==> src/rtl/bm_buf_alloc_if.sv <==
// rtl/bm_buf_alloc_if.sv - allocator request, grant, free and link-write bundle
interface bm_buf_alloc_if #(
  parameter int PTR_W = 4
);
  logic             alloc_req;
  logic             alloc_sop;
  logic             alloc_eop;
  logic             alloc_ready;
  logic             alloc_ack;
  logic [PTR_W-1:0] alloc_buf_ptr;
  logic             free_valid;
  logic [PTR_W-1:0] free_buf_ptr;
  logic             enq_buf_valid;
  logic [PTR_W-1:0] enq_buf_ptr_cur;
  logic [PTR_W-1:0] enq_buf_ptr_nxt;

  // Client side: packet writer, free stage and linked list
  modport master (
    output alloc_req, alloc_sop, alloc_eop, free_valid, free_buf_ptr,
    input  alloc_ready, alloc_ack, alloc_buf_ptr,
    input  enq_buf_valid, enq_buf_ptr_cur, enq_buf_ptr_nxt
  );

  // Allocator side
  modport slave (
    input  alloc_req, alloc_sop, alloc_eop, free_valid, free_buf_ptr,
    output alloc_ready, alloc_ack, alloc_buf_ptr,
    output enq_buf_valid, enq_buf_ptr_cur, enq_buf_ptr_nxt
  );
endinterface

==> src/rtl/bm_buf_alloc.sv <==
// rtl/bm_buf_alloc.sv - free-buffer list, pointer grants and packet chaining
module bm_buf_alloc #(
  parameter int PTR_W   = 4,
  parameter int NUM_BUF = 2**PTR_W
) (
  input  logic           clk,
  input  logic           rst,
  bm_buf_alloc_if.slave  bus,
  output logic [PTR_W:0] free_count,
  output logic           init_done,
  output logic           err_overflow,
  output logic           err_proto
);

  localparam logic [PTR_W-1:0] LAST_IDX = PTR_W'(NUM_BUF - 1);
  localparam logic [PTR_W:0]   FULL_CNT = (PTR_W+1)'(NUM_BUF);

  typedef enum logic {S_INIT, S_RUN} state_t;

  state_t           state;
  logic [PTR_W-1:0] mem [NUM_BUF];
  logic [PTR_W-1:0] head;
  logic [PTR_W-1:0] tail;
  logic [PTR_W-1:0] prev_ptr;
  logic             in_pkt;
  logic             req_sop;
  logic             req_eop;
  logic             ready;
  logic             pop;
  logic             free_acc;
  logic             free_drop;
  logic             mem_we;
  logic [PTR_W-1:0] mem_wdata;

  function automatic logic [PTR_W-1:0] wrap_inc(input logic [PTR_W-1:0] p);
    return (p == LAST_IDX) ? '0 : p + 1'b1;
  endfunction

  assign bus.alloc_ready = ready;

  // Handshake qualification from registered state only; no free->alloc bypass
  always_comb begin
    ready     = init_done & (free_count != '0);
    pop       = bus.alloc_req & ready;
    free_acc  = bus.free_valid & (state == S_RUN) & (free_count != FULL_CNT);
    free_drop = bus.free_valid & ~free_acc;
    mem_we    = ~rst & ((state == S_INIT) | free_acc);
    mem_wdata = (state == S_INIT) ? tail : bus.free_buf_ptr;
  end

  // Free-list RAM: identity fill during init, returned pointers at tail afterwards
  always_ff @(posedge clk) begin
    if (mem_we) begin
      mem[tail] <= mem_wdata;
    end
  end

  // Init/run FSM, head/tail/count bookkeeping and overflow flag
  always_ff @(posedge clk) begin
    if (rst) begin
      state        <= S_INIT;
      head         <= '0;
      tail         <= '0;
      free_count   <= '0;
      init_done    <= 1'b0;
      err_overflow <= 1'b0;
    end else begin
      if (free_drop) begin
        err_overflow <= 1'b1;
      end
      case (state)
        S_INIT: begin
          tail       <= wrap_inc(tail);
          free_count <= free_count + 1'b1;
          if (tail == LAST_IDX) begin
            state     <= S_RUN;
            init_done <= 1'b1;
          end
        end
        default: begin
          if (pop) begin
            head <= wrap_inc(head);
          end
          if (free_acc) begin
            tail <= wrap_inc(tail);
          end
          case ({free_acc, pop})
            2'b10:   free_count <= free_count + 1'b1;
            2'b01:   free_count <= free_count - 1'b1;
            default: free_count <= free_count;
          endcase
        end
      endcase
    end
  end

  // Grant register plus chaining of consecutive buffers into link writes
  always_ff @(posedge clk) begin
    if (rst) begin
      bus.alloc_ack       <= 1'b0;
      bus.alloc_buf_ptr   <= '0;
      req_sop             <= 1'b0;
      req_eop             <= 1'b0;
      prev_ptr            <= '0;
      in_pkt              <= 1'b0;
      bus.enq_buf_valid   <= 1'b0;
      bus.enq_buf_ptr_cur <= '0;
      bus.enq_buf_ptr_nxt <= '0;
      err_proto           <= 1'b0;
    end else begin
      bus.alloc_ack     <= pop;
      bus.enq_buf_valid <= 1'b0;
      if (pop) begin
        bus.alloc_buf_ptr <= mem[head];
        req_sop           <= bus.alloc_sop;
        req_eop           <= bus.alloc_eop;
      end
      if (bus.alloc_ack) begin
        prev_ptr <= bus.alloc_buf_ptr;
        in_pkt   <= ~req_eop;
        if (req_sop) begin
          // A new sop while a packet is open closes the old one without a link
          if (in_pkt) begin
            err_proto <= 1'b1;
          end
        end else if (in_pkt) begin
          bus.enq_buf_valid   <= 1'b1;
          bus.enq_buf_ptr_cur <= prev_ptr;
          bus.enq_buf_ptr_nxt <= bus.alloc_buf_ptr;
        end else begin
          // Orphan continuation: flagged and treated as a packet start
          err_proto <= 1'b1;
        end
      end
    end
  end

endmodule

==> src/flat_wrapper.sv <==
// flat-port wrapper written by rule: the top's interface ports become plain ports
module bm_buf_alloc_flat 
#(
  parameter int PTR_W   = 4,
  parameter int NUM_BUF = 2**PTR_W
)
  (clk, rst, free_count, init_done, err_overflow, err_proto, bus_alloc_req, bus_alloc_sop, bus_alloc_eop, bus_free_valid, bus_free_buf_ptr, bus_alloc_ready, bus_alloc_ack, bus_alloc_buf_ptr, bus_enq_buf_valid, bus_enq_buf_ptr_cur, bus_enq_buf_ptr_nxt);
  bm_buf_alloc_if #(.PTR_W(PTR_W)) bus_i ();
  input  logic clk;
  input  logic rst;
  output logic [PTR_W:0] free_count;
  output logic init_done;
  output logic err_overflow;
  output logic err_proto;
  input wire logic [$bits(bus_i.alloc_req)-1:0] bus_alloc_req;
  input wire logic [$bits(bus_i.alloc_sop)-1:0] bus_alloc_sop;
  input wire logic [$bits(bus_i.alloc_eop)-1:0] bus_alloc_eop;
  input wire logic [$bits(bus_i.free_valid)-1:0] bus_free_valid;
  input wire logic [$bits(bus_i.free_buf_ptr)-1:0] bus_free_buf_ptr;
  output wire logic [$bits(bus_i.alloc_ready)-1:0] bus_alloc_ready;
  output wire logic [$bits(bus_i.alloc_ack)-1:0] bus_alloc_ack;
  output wire logic [$bits(bus_i.alloc_buf_ptr)-1:0] bus_alloc_buf_ptr;
  output wire logic [$bits(bus_i.enq_buf_valid)-1:0] bus_enq_buf_valid;
  output wire logic [$bits(bus_i.enq_buf_ptr_cur)-1:0] bus_enq_buf_ptr_cur;
  output wire logic [$bits(bus_i.enq_buf_ptr_nxt)-1:0] bus_enq_buf_ptr_nxt;
  assign bus_i.alloc_req = bus_alloc_req;
  assign bus_i.alloc_sop = bus_alloc_sop;
  assign bus_i.alloc_eop = bus_alloc_eop;
  assign bus_i.free_valid = bus_free_valid;
  assign bus_i.free_buf_ptr = bus_free_buf_ptr;
  assign bus_alloc_ready = bus_i.alloc_ready;
  assign bus_alloc_ack = bus_i.alloc_ack;
  assign bus_alloc_buf_ptr = bus_i.alloc_buf_ptr;
  assign bus_enq_buf_valid = bus_i.enq_buf_valid;
  assign bus_enq_buf_ptr_cur = bus_i.enq_buf_ptr_cur;
  assign bus_enq_buf_ptr_nxt = bus_i.enq_buf_ptr_nxt;
  bm_buf_alloc #(.PTR_W(PTR_W), .NUM_BUF(NUM_BUF)) u_core (.clk(clk), .rst(rst), .bus(bus_i), .free_count(free_count), .init_done(init_done), .err_overflow(err_overflow), .err_proto(err_proto));
endmodule
==> config.mk <==
export PLATFORM = sky130hd
export DESIGN_NAME = bm_buf_alloc_flat
export DESIGN_NICKNAME = d
export VERILOG_FILES = /design/src/rtl/bm_buf_alloc_if.sv /design/src/rtl/bm_buf_alloc.sv /design/src/flat_wrapper.sv
export SDC_FILE = /design/constraint.sdc
export NUM_CORES = 1
export LEC_CHECK = 0
export CAP_MARGIN = 20
export CORE_AREA = 8 8 114 106
export CTS_CLUSTER_SIZE = 24
export DETAILED_ROUTE_END_ITERATION = 10
export DIE_AREA = 0 0 122 114
export SYNTH_ARGS = -nofsm -noshare
export SYNTH_HDL_FRONTEND = slang
export SYNTH_SLANG_ARGS = --single-unit
==> constraint.sdc <==
create_clock -name clk -period 2.92 [get_ports clk]
set_input_delay 0.584 -clock clk [delete_from_list [all_inputs] [get_ports clk]]
set_output_delay 0.584 -clock clk [all_outputs]
set_load 0.02 [all_outputs]
==> results of run 1 <==
==> cells by family after synthesis <==
logic type / share of synthesized area (%)
simple gates: 11.75
flops: 63.43
compound gates: 5.799
mux: 12.90
buf+inv: 2.633
fa+ha+maj: 2.663
xor+xnor: 0.8286
==> worst register-to-register path: cells and delay by family (launching register included) <==
family                   cells  cell delay (ns)
XOR/XNOR                     1             0.14
flip-flops                   1             0.37
AO/OA/AOI/OAI                2             0.52
buffers and inverters        2             0.16
adder cells (fa/ha/maj)      2             0.56
AND/OR/NAND/NOR              3             0.68
==> power by group through the flow <==
stage	combinational, mW	sequential, mW	clock (mW)
floorplan	0.0730	1.60	0
global placement	0.136	1.60	0
detailed placement	0.137	1.60	0
CTS	0.137	1.57	0.867
global route	0.149	1.57	0.923
finish	0.134	1.57	0.838
==> per-layer routing <==
layer	GRT usage (%)	wire length, microns	vias to the layer above	share of wire [%]
li1	-	-	1250	-
met1	15.89	3673	1225	46
met2	18.79	3736	62	47
met3	3.358	460	10	5.8
met4	4.355	102	0	1.3
met5	0	0	-	0
==> final timing paths <==
check	startpoint	endpoint	slack (ns)
setup / recovery	u_core.free_count[0]$_SDFFE_PP0P_	u_core.free_count[3]$_SDFFE_PP0P_	0.38
hold / removal	u_core.req_eop$_SDFFE_PP0P_	u_core.req_eop$_SDFFE_PP0P_	0.46
setup reg to reg	u_core.free_count[0]$_SDFFE_PP0P_	u_core.free_count[3]$_SDFFE_PP0P_	0.38
hold reg to reg	u_core.req_eop$_SDFFE_PP0P_	u_core.req_eop$_SDFFE_PP0P_	0.46
==> layout make-up <==
type                    count  area [sq um]  share of cell area, %
flip-flops and latches    102          2683                  54.55
well taps                 129         161.4                  3.282
repair buffers             44         412.9                  8.397
clock inverters             7         67.56                  1.374
inverters                   9         33.78                 0.6870
clock buffers               9         123.9                  2.519
multi-input cells         187          1435                  29.19
==> state kept, by name (all words and copies together) (netlist names), 4 cells and up <==
register / flops
u_core.mem: 64
u_core.prev_ptr: 4
u_core.head: 4
u_core.free_count: 5
u_core.bus.alloc_buf_ptr: 4
u_core.bus.enq_buf_ptr_cur: 4
u_core.bus.enq_buf_ptr_nxt: 4
u_core.tail: 4
==> cells in the mapped netlist (2+ instances only) <==
library cell  count  area, sq um
inv_1             8        30.03
xnor2_1           2        17.52
mux4_1            6        157.7
buf_1             2        7.510
clkbuf_1         10        37.54
a21oi_1          27        135.1
o21ai_0           9        45.04
ha_1              9        112.6
nand3_1          15        75.07
mux2_2            2        22.52
nand3b_1          4        30.03
edfxtp_1         64         1922
dfxtp_1          38        760.7
buf_6             2        22.52
buf_2             2        10.01
and2_1            4        25.02
or4b_1            2        20.02
nand4_1           2        12.51
nand2_1          33        123.9
nand2b_1          4        25.02
mux2i_1           5        50.05
mux4_2           14        315.3
nor3_1            6        30.03
nor2b_1           2        12.51
xor2_1            2        17.52
or3_1             2        12.51
nor2_1           25        93.84
==> through the flow <==
| stage | power, mW | hold WS (ns) | cell area, sq um | utilization, % | std cells |
|---|---|---|---|---|---|
| 5_1_grt | 2.644 | 0.4780 | 4917 | 49.03 | 487 |
| 4_1_cts | 2.572 | 0.4618 | 4915 | 49.01 | 487 |
| 6_report | 2.540 | 0.4607 | 4917 | 49.03 | 487 |
| 3_5_place_dp | 1.737 | 0.4466 | 4723 | 47.10 | 471 |
| 2_1_floorplan | 1.675 | 0.4186 | 4229 | - | 314 |
| 3_3_place_gp | 1.736 | 0.4402 | 4723 | 47.10 | 471 |
==> key figures, run 1 <==
Setup path
  • Kind of start point of the critical path: register
  • Crit path max-delay cell type: or4b_1
  • Setup crit end kind: register
  • Arrival time at the worst endpoint: 2.79 ns
  • CP Cell Sequence: inv_1 > ha_1 > or4b_1 > nand2_1 > inv_2 > ha_1 > o21ai_0 > o2bb2ai_1 > xnor2_1 > nor2_1
  • R2r worst-path depth: 10
  • WP depth: 10
  • Most frequent cell on the critical path: ha_1
  • Delay-heaviest family, CP: simple AND/OR/NAND/NOR gates
  • Crit path kind: register to register
  • CP max stage delay: 0.51 ns
  • Crit Path Max Fanout: 9
  • WP data required: 3.17 ns
  • CP bufs+invs: 2

Clock network
  • Cts bufs inserted: 9
  • Post-CTS Resized: 0
  • Root Driver: clkbuf_8
  • H-Tree Depth: 3
  • Postcts setup bufs: 0
  • Clk_lat worst skew: 0.36 ns
  • TritonCTS clock tree: done
  • Hold_buf cts: 0
  • Clk buf depth: 2
  • Clock sinks: 102
  • Clk slew on worst S/H paths: 0.10 ns

Global routing
  • Initial antenna violation count: 0
  • Gr ovfl total: 0
  • Vias in the first global route: 2,418
  • Largest net degree at the start of global routing: 38
  • First-pass GRT wire length: 13,020 microns
  • Overall Global Routing Usage: 12.14%

Timing
  • Crit share post-route: 86.95%
  • Slew Viols, Final: 0
  • Worst-Margin Slew: 0.4459 ns
  • Finish-stage setup viols: 0
  • Tmin final: 2.539 ns
  • Layout Skew: 0.01202 ns
  • Rel. slew slack: 70.16%
  • Fin Setup TNS: 0 ns
  • RSZ-0062 raised after global routing: false
  • Slack of the critical path: 0.3812 ns
  • Fmax: 393.9 MHz
  • Final count of hold timing violations: 0

Floorplan
  • Die W: 122 microns
  • Core footprint: 10,030 sq um
  • Boundary Pins: 33
  • Standard-cell rows: 35
  • Initial Utilization: 42.17%
  • Die area: 13,910 sq um
  • Die Span Y: 114 microns

Routing
  • Vias post-DR: 2,547
  • Post-Route WL: 7971 microns
  • Initial DRC count: 207
  • Antenna-violating nets left: 0
  • Via density: 5.230
  • Drt pass-1 iters: 4
  • DRC viols: 0
  • Wirelength per Cell: 16.37 microns

Yosys
  • Post-synth EDFFs: 64
  • Mapped Cells: 314
  • Netlist cell types: 40
  • #FFs+latches synth: 102
  • Sequential area share after synthesis: 63.43%
  • Post-Synthesis Cell Area: 4229 sq um
  • Dominant synthesized flop cell: edfxtp_1
  • Mapped Nets: 333
  • Fraction of registers with async set/reset: 0%
  • Syn Area/Cell: 13.47 sq um
  • Synth Warn #: 0

Placed design
  • Pre-CTS setup slack: 0.3650 ns
  • Placer Congestion: 0.8375
  • Count of input and output buffers: 32
  • Post-DP HPWL: 5671 microns

Power and ir drop
  • Sw frac: 23.46%
  • Pwr per Cell Area: 516.5 nW/um^2
  • Worst vdd ir: 0.3190 mV
  • Sw Pwr: 0.5959 mW
  • Lkg Pwr: 1.590 nW
  • Clk pwr share: 33.0%
  • Comb pwr share: 5.3%
  • Int Pwr: 1.944 mW
  • Sequential share of power: 61.7%

Hold path
  • Hold path cells: 2
  • HP Class: register to register

Final layout
  • Fin nets: 372
  • Area Growth Syn to Fin: 16.27%
  • Most frequent cells in the layout: edfxtp_1 (64), dfxtp_1 (38), nand2_1 (33)
  • Layout cell share with drive strength beyond 1: 12.57%
  • # fillers: 860
  • Commonest non-fill, non-tap cell in the layout: edfxtp_1
  • Ant diodes: 0

Run
  • MaxCap Viol Count: 0

Outcome
  • Status: finished, final reports clean
Note: power is estimated with default switching activity, not from simulation.
==> run 2, diff against run 1 <==
--- a/config.mk
+++ b/config.mk
@@ -5,11 +5,16 @@
 export SDC_FILE = /design/constraint.sdc
 export NUM_CORES = 1
 export LEC_CHECK = 0
+export ABC_AREA = 1
 export CAP_MARGIN = 20
-export CORE_AREA = 8 8 114 106
+export CELL_PAD_IN_SITES_DETAIL_PLACEMENT = 0
+export CELL_PAD_IN_SITES_GLOBAL_PLACEMENT = 2
+export CORE_AREA = 8 8 124 115
 export CTS_CLUSTER_SIZE = 24
 export DETAILED_ROUTE_END_ITERATION = 10
-export DIE_AREA = 0 0 122 114
+export DIE_AREA = 0 0 132 123
+export DONT_BUFFER_PORTS = 1
+export PLACE_DENSITY_LB_ADDON = 0.1
 export SYNTH_ARGS = -nofsm -noshare
 export SYNTH_HDL_FRONTEND = slang
 export SYNTH_SLANG_ARGS = --single-unit
==> run 2 against run 1 <==
Effect of this change: sequential share of layout area down 1.8 points; final area up 3.4%; clock skew down 0.00057 ns; worst setup slack better by 0.28 ns; global-route usage up 0.91 points; largest cell class unchanged.
==> key figures, run 2 <==
Outcome
  • Status: finished, final reports clean

Clock network
  • Postcts setup bufs: 0 (unchanged)
  • Clk buf depth: 2 (unchanged)
  • Clock sinks: 102 (unchanged)
  • H-Tree Depth: 3 (unchanged)
  • Hold_buf cts: 0 (unchanged)
  • Clk_lat worst skew: 0.34 ns (-0.02 ns)
  • TritonCTS clock tree: done
  • Clk slew on worst S/H paths: 0.07 ns (-0.03 ns)
  • Cts bufs inserted: 9 (unchanged)
  • Root Driver: clkbuf_16
  • Post-CTS Resized: 0 (unchanged)

Yosys
  • #FFs+latches synth: 102 (unchanged)
  • Post-synth EDFFs: 64 (unchanged)
  • Post-synth top area cell: edfxtp_1
  • Top post-synthesis cells by area: edfxtp_1 (42%), dfxtp_1 (17%), nand2_1 (9.5%), nand3_1 (6.2%), inv_1 (6.1%)
  • Dominant cell by count in the synthesized netlist: nand2_1
  • Post-Synthesis Cell Area: 4603 sq um (+8.8%)
  • Dominant synthesized flop cell: edfxtp_1
  • Most common library cells after synthesis: nand2_1 (116), inv_1 (75), edfxtp_1 (64), nor2_1 (60), nand3_1 (57)
  • Mapped Cells: 514 (+64%)
  • Post-synth top area share: 41.75% (-3.7 points)
  • Netlist cell types: 25 (-38%)
  • Fraction of registers with async set/reset: 0% (unchanged)
  • Sequential area share after synthesis: 58.28% (-5.2 points)
  • Synth Warn #: 0 (unchanged)
  • Syn Area/Cell: 8.956 sq um (-34%)
  • Mapped Nets: 533 (+60%)

Final layout
  • Ant diodes: 0 (unchanged)
  • Max reg flops: 64 (unchanged)
  • # fillers: 1,222 (+42%)
  • Area Growth Syn to Fin: 10.49%
  • Most frequent cells in the layout: nand2_1 (116), inv_1 (75), edfxtp_1 (64)
  • Fin nets: 536 (+44%)
  • Largest registers: u_core.mem: 64 flops, u_core.free_count: 5 flops
  • Final cell count without fillers: 686 (+41%)
  • Layout cell share with drive strength beyond 1: 7.663% (-4.9 points)
  • Largest Register: u_core.mem
  • Commonest non-fill, non-tap cell in the layout: nand2_1

Setup path
  • Crit Path Max Fanout: 11 (+2)
  • Setup crit end kind: register
  • WP data required: 3.15 ns (-0.02 ns)
  • Arrival time at the worst endpoint: 2.49 ns (-0.30 ns)
  • CP Launch Point: u_core.free_count[4]$_SDFFE_PP0P_
  • Crit path kind: register to register
  • FF-to-FF Start: u_core.free_count[4]$_SDFFE_PP0P_
  • Crit path to: u_core.free_count[2]$_SDFFE_PP0P_
  • R2r worst-path depth: 11 (+1)
  • Kind of start point of the critical path: register
  • Flop2flop setup slack: 0.66 ns (+0.28 ns)
  • Reg-to-Reg End: u_core.free_count[2]$_SDFFE_PP0P_

Placed design
  • Placer Congestion: 0.8234 (-1.7%)
  • Post-DP HPWL: 7274 microns (+28%)
  • Count of input and output buffers: 0 (-100%)
  • DP Cell Count: 670 (+42%)

Routing
  • Antenna-violating nets left: 0 (unchanged)
  • Via density: 4.615 (-12%)
  • Vias post-DR: 3,166 (+24%)
  • Initial DRC count: 191 (-7.7%)
  • Post-Route WL: 10,350 microns (+30%)
  • Drt pass-1 iters: 5 (+1)
  • Wirelength per Cell: 15.09 microns (-7.8%)
  • DRC viols: 0 (unchanged)

Timing
  • Tmin final: 2.256 ns (-0.2831 ns)
  • Final count of hold timing violations: 0 (unchanged)
  • Layout Skew: 0.01145 ns (-0.0005698 ns)
  • Slew Viols, Final: 0 (unchanged)
  • Crit share post-route: 77.25% (-9.7 points)
  • Worst-Margin Slew: 0.7174 ns (+0.2715 ns)
  • Rel. slew slack: 51.81% (-18 points)
  • Fmax: 443.3 MHz (+13%)
  • Fin Setup TNS: 0 ns (unchanged)
  • RSZ-0062 raised after global routing: false
  • Finish-stage setup viols: 0 (unchanged)

Global routing
  • Largest net degree at the start of global routing: 34 (-11%)
  • Overall Global Routing Usage: 13.05% (+0.91 points)
  • First-pass GRT wire length: 16,220 microns (+25%)
  • Gr ovfl total: 0 (unchanged)
  • Vias in the first global route: 2,967 (+23%)
  • Initial antenna violation count: 0 (unchanged)

Floorplan
  • Core footprint: 12,250 sq um (+22%)
  • Die area: 16,240 sq um (+17%)
  • Die Span Y: 123 microns (+7.9%)
  • Standard-cell rows: 39 (+11%)
  • Die W: 132 microns (+8.2%)
  • Boundary Pins: 33 (unchanged)
  • Initial Utilization: 37.58% (-4.6 points)

Power and ir drop
  • Worst vdd ir: 0.2637 mV (-17%)
  • Total chip power: 2.922 mW (+15%)
  • Lkg Pwr: 2.087 nW (+31%)
  • Pwr per Cell Area: 574.5 nW/um^2 (+11%)

Hold path
  • HP Class: primary input to register
  • Hold_sp: rst

Run
  • MaxCap Viol Count: 0 (unchanged)
==> run 2: cell types whose count changed after synthesis, moves of 6 or more <==
cell,change
buf_4,+7
clkbuf_1,-7
inv_1,+67
mux4_1,-6
mux4_2,-14
nand2_1,+83
nand3_1,+42
nand3_2,+6
nor2_1,+35
o21ai_0,+15
==> run 2: kinds of logic after synthesis <==
kind of cell | after synthesis | share of synthesized area, %
XOR/XNOR | 4 | 0.7610
flip-flops | 102 | 58.28
buffers and inverters | 98 | 8.915
adder cells (fa/ha/maj) | 9 | 2.446
AO/OA/AOI/OAI | 51 | 5.545
AND/OR/NAND/NOR | 250 | 24.06
==> run 2: worst min-delay path by stage <==
stage,cells past startpoint,slack [ns],endpoint
2_1_floorplan,1,0.40,u_core.bus.enq_buf_valid$_SDFF_PP0_
3_3_place_gp,1,0.41,u_core.bus.enq_buf_valid$_SDFF_PP0_
3_5_place_dp,1,0.41,u_core.bus.enq_buf_valid$_SDFF_PP0_
4_1_cts,1,0.29,u_core.req_eop$_SDFFE_PP0P_
5_1_grt,1,0.28,u_core.req_eop$_SDFFE_PP0P_
6_report,1,0.30,u_core.free_count[4]$_SDFFE_PP0P_
==> run 2: final cells by class <==
class	count	area [sq um]	area share, %
Timing Repair Buffer	10	75.07	1.476
Tap cell	164	205.2	4.034
Clock buffer	12	257.7	5.068
Multi-Input combinational cell	314	1510	29.69
Sequential cell	102	2683	52.74
Inverter	80	300.3	5.904
Clock inverter	4	55.05	1.082
==> run 2: power breakdown <==
part | total, mW | switching (mW) | internal (mW)
Sequential | 1.57 | 0.0136 | 1.55
Combinational | 0.126 | 0.0882 | 0.0377
Clock | 1.23 | 0.506 | 0.721
==> run 2: layer usage <==
layer | track usage, % | up-vias | share of wire, % | wire, microns
li1 | - | 1659 | - | -
met2 | 20.01 | 60 | 45 | 4667
met1 | 17.46 | 1445 | 49 | 5089
met5 | 0 | - | 0 | 0
met3 | 3.737 | 2 | 5.3 | 548
met4 | 4.373 | 0 | 0.43 | 45
==> run 2: critical path, cell delays in order, from the launching register on <==
cell and delay (ns):
dfxtp_1 0.53, inv_1 0.14, nand3_2 0.13, nand3_4 0.10, inv_2 0.24, ha_1 0.28
nand2_1 0.18, inv_1 0.11, nor2_1 0.10, o21ai_0 0.10, o21ai_0 0.17, a21oi_1 0.05
==> run 2: per-stage QoR <==
step | hold slack [ns] | util (%) | setup WS [ns] | cell area [sq um]
after floorplan | 0.3976 | - | 0.7523 | 4603
after global placement | 0.4146 | 38.97 | 0.6820 | 4773
after detailed placement | 0.4115 | 38.97 | 0.6711 | 4773
after CTS | 0.2863 | 41.53 | 0.6480 | 5086
after global routing | 0.2839 | 41.53 | 0.4584 | 5086
final | 0.3049 | 41.53 | 0.6643 | 5086
==> run 3, diff against run 2 <==
==> constraint.sdc (replaced) <==
create_clock -name clk -period 2.35 [get_ports clk]
set_input_delay 0.47 -clock clk [delete_from_list [all_inputs] [get_ports clk]]
set_output_delay 0.47 -clock clk [all_outputs]
set_load 0.02 [all_outputs]
==> run 3 against run 2 <==
Effect of this change: routed wire length grew 3.2%; first-iteration DRC count fell by 49%; non-clock buffer count increased by 8; global-route usage increased by 0.82 points; clock power grew 17%; worst setup slack got worse by 0.36 ns; sequential power up 24%; largest cell class unchanged; cell count rose by 1.2%; via count up 2.0%.
==> key figures, run 3 (synthesis gave the netlist of run 2 again) <==
Final layout
  • Most frequent cells in the layout: nand2_1 (116), inv_1 (75), edfxtp_1 (64)
  • Commonest non-fill, non-tap cell in the layout: nand2_1
  • Final cell count without fillers: 694 (+1.2%)
  • # fillers: 1,241 (+1.6%)
  • Area Growth Syn to Fin: 11.20%
  • Largest registers: u_core.mem: 64 flops, u_core.free_count: 5 flops
  • Fin util: 41.79% (+0.27 points)
  • Layout cell share with drive strength beyond 1: 9.057% (+1.4 points)
  • Ant diodes: 0 (unchanged)
  • Fin nets: 544 (+1.5%)
  • Largest Register: u_core.mem
  • Max reg flops: 64 (unchanged)

Power and ir drop
  • Int Pwr: 2.813 mW (+22%)
  • Pwr per Cell Area: 694.3 nW/um^2 (+21%)
  • Sequential share of power: 54.8% (+1.1 points)
  • Comb pwr share: 4.6% (+0.3 points)
  • Worst vdd ir: 0.2960 mV (+12%)
  • Sw frac: 20.84% (+0.026 points)
  • Sw Pwr: 0.7406 mW (+22%)
  • Clk pwr share: 40.6% (-1.4 points)
  • Lkg Pwr: 2.127 nW (+1.9%)

Setup path
  • Setup crit end kind: register
  • CP max stage delay: 0.31 ns (-0.22 ns)
  • Flop2flop setup slack: 0.31 ns (-0.36 ns)
  • Arrival time at the worst endpoint: 2.28 ns (-0.21 ns)
  • Crit path kind: register to register
  • WP data required: 2.59 ns (-0.56 ns)
  • R2r worst-path depth: 12 (+1)
  • CP Cell Sequence: inv_1 > ha_1 > nand3_2 > nand3_4 > inv_2 > ha_1 > nand2_1 > inv_1 > nor2_1 > o21ai_0 > o21ai_0 > a21oi_1
  • Reg-to-Reg End: u_core.free_count[2]$_SDFFE_PP0P_
  • Kind of start point of the critical path: register
  • FF-to-FF Start: u_core.free_count[0]$_SDFFE_PP0P_
  • Crit path max-delay cell type: dfxtp_1
  • Crit Path Max Fanout: 7 (-4)

Clock network
  • TritonCTS clock tree: done
  • Postcts setup bufs: 0 (unchanged)
  • Clk_lat worst skew: 0.35 ns (about the same)
  • H-Tree Depth: 3 (unchanged)
  • Cts bufs inserted: 9 (unchanged)
  • Post-CTS Resized: 0 (unchanged)
  • Clock sinks: 102 (unchanged)
  • Root Driver: clkbuf_16
  • Clk buf depth: 2 (unchanged)
  • Clk slew on worst S/H paths: 0.07 ns (about the same)
  • Hold_buf cts: 0 (unchanged)

Timing
  • Finish-stage setup viols: 0 (unchanged)
  • Layout Skew: 0.008127 ns (-0.003321 ns)
  • Crit share post-route: 87.00% (+9.7 points)
  • Worst-Margin Slew: 0.5629 ns (-0.1544 ns)
  • Rel. slew slack: 62.42% (+11 points)
  • Fmax: 489.1 MHz (+10%)
  • Hold Slack: 0.1873 ns (-0.1176 ns)
  • RSZ-0062 raised after global routing: false
  • Tmin final: 2.044 ns (-0.2113 ns)
  • Fin Setup TNS: 0 ns (unchanged)
  • Slew Viols, Final: 0 (unchanged)
  • Final count of hold timing violations: 0 (unchanged)

Hold path
  • Worst Hold End: u_core.tail[1]$_SDFFE_PP0P_
  • HP Class: primary input to register
  • Hold_sp: rst
  • Hold path cells: 1 (unchanged)

Routing
  • Post-Route WL: 10,690 microns (+3.2%)
  • DRC viols: 0 (unchanged)
  • Drt pass-1 iters: 4 (-1)
  • Antenna-violating nets left: 0 (unchanged)
  • Via density: 4.653 (+0.81%)
  • Metal3 WL: 424 microns (-23%)
  • Initial DRC count: 97 (-49%)
  • Highest routed layer: met4
  • Vias post-DR: 3,229 (+2.0%)
  • Met2 Wirelength: 5020 microns (+7.6%)
  • Wirelength per Cell: 15.40 microns (+2.0%)
  • Met1 wire length: 5059 microns (-0.59%)

Floorplan
  • Initial Utilization: 37.58% (unchanged)
  • Core footprint: 12,250 sq um (unchanged)
  • Standard-cell rows: 39 (unchanged)
  • Die W: 132 microns (unchanged)
  • Die area: 16,240 sq um (unchanged)
  • Die Span Y: 123 microns (unchanged)
  • Boundary Pins: 33 (unchanged)

Global routing
  • Initial antenna violation count: 0 (unchanged)
  • Largest net degree at the start of global routing: 34 (unchanged)
  • Vias in the first global route: 3,271 (+10%)
  • First-pass GRT wire length: 17,240 microns (+6.3%)
  • Gr ovfl total: 0 (unchanged)
  • Overall Global Routing Usage: 13.87% (+0.82 points)

Placed design
  • Count of input and output buffers: 0 (unchanged)
  • DP Cell Count: 678 (+1.2%)
  • Post-DP HPWL: 7549 microns (+3.8%)
  • Placer Congestion: 0.7425 (-9.8%)

Run
  • MaxCap Viol Count: 0 (unchanged)

Outcome
  • Status: finished, final reports clean
==> run 3: changes by cell type in the layout (fill, tap and decap cells not counted), sizes merged <==
cell / previous run / this run
buf: 10 / 18
clkinvlp: 1 / 0
inv: 80 / 81
==> run 3: how the worst max path moves through the flow <==
stage	slack [ns]	cells after the start	startpoint	endpoint
after global routing	0.05	12	u_core.free_count[1]$_SDFFE_PP0P_	u_core.free_count[2]$_SDFFE_PP0P_
after CTS	0.31	12	u_core.free_count[0]$_SDFFE_PP0P_	u_core.free_count[2]$_SDFFE_PP0P_
final	0.31	12	u_core.free_count[0]$_SDFFE_PP0P_	u_core.free_count[2]$_SDFFE_PP0P_
after floorplan	0.18	13	u_core.free_count[0]$_SDFFE_PP0P_	u_core.free_count[2]$_SDFFE_PP0P_
after detailed placement	0.32	12	u_core.free_count[0]$_SDFFE_PP0P_	u_core.free_count[2]$_SDFFE_PP0P_
after global placement	0.32	12	u_core.free_count[0]$_SDFFE_PP0P_	u_core.free_count[2]$_SDFFE_PP0P_
==> run 3: worst max-delay path, delay by kind of cell (launching register included) <==
family / cells / cell delay, ns
simple gates: 4 / 0.57
fa+ha+maj: 2 / 0.52
flops: 1 / 0.31
compound gates: 3 / 0.31
buf+inv: 3 / 0.24
==> run 3: power groups by stage <==
stage,combinational [mW],clock [mW],sequential [mW]
3_3_place_gp,0.168,0,1.99
6_report,0.163,1.44,1.95
4_1_cts,0.166,1.50,1.95
3_5_place_dp,0.166,0,1.99
5_1_grt,0.185,1.56,1.95
2_1_floorplan,0.0988,0,1.99
==> run 3: final cells by class <==
class	count	area (sq um)	area share [%]
clock buffers	12	239.0	4.669
clock inverters	4	46.29	0.9044
inverters	80	300.3	5.867
multi-input cells	314	1510	29.50
flip-flops and latches	102	2683	52.41
well taps	164	205.2	4.009
repair buffers	18	135.1	2.640
==> run 3: per-layer routing <==
metal  track usage [%]  vias up
li1                  -     1670
met1             16.73     1509
met2             23.13       39
met3             4.630       11
met4             4.516        0
met5                 0        -
==> run 3: through the flow <==
step	total power [mW]	instance area (sq um)	setup WS (ns)
2_1_floorplan	2.091	4603	0.1823
3_3_place_gp	2.153	4833	0.3219
3_5_place_dp	2.152	4833	0.3230
4_1_cts	3.614	5119	0.3109
5_1_grt	3.689	5119	0.04512
6_report	3.554	5119	0.3056
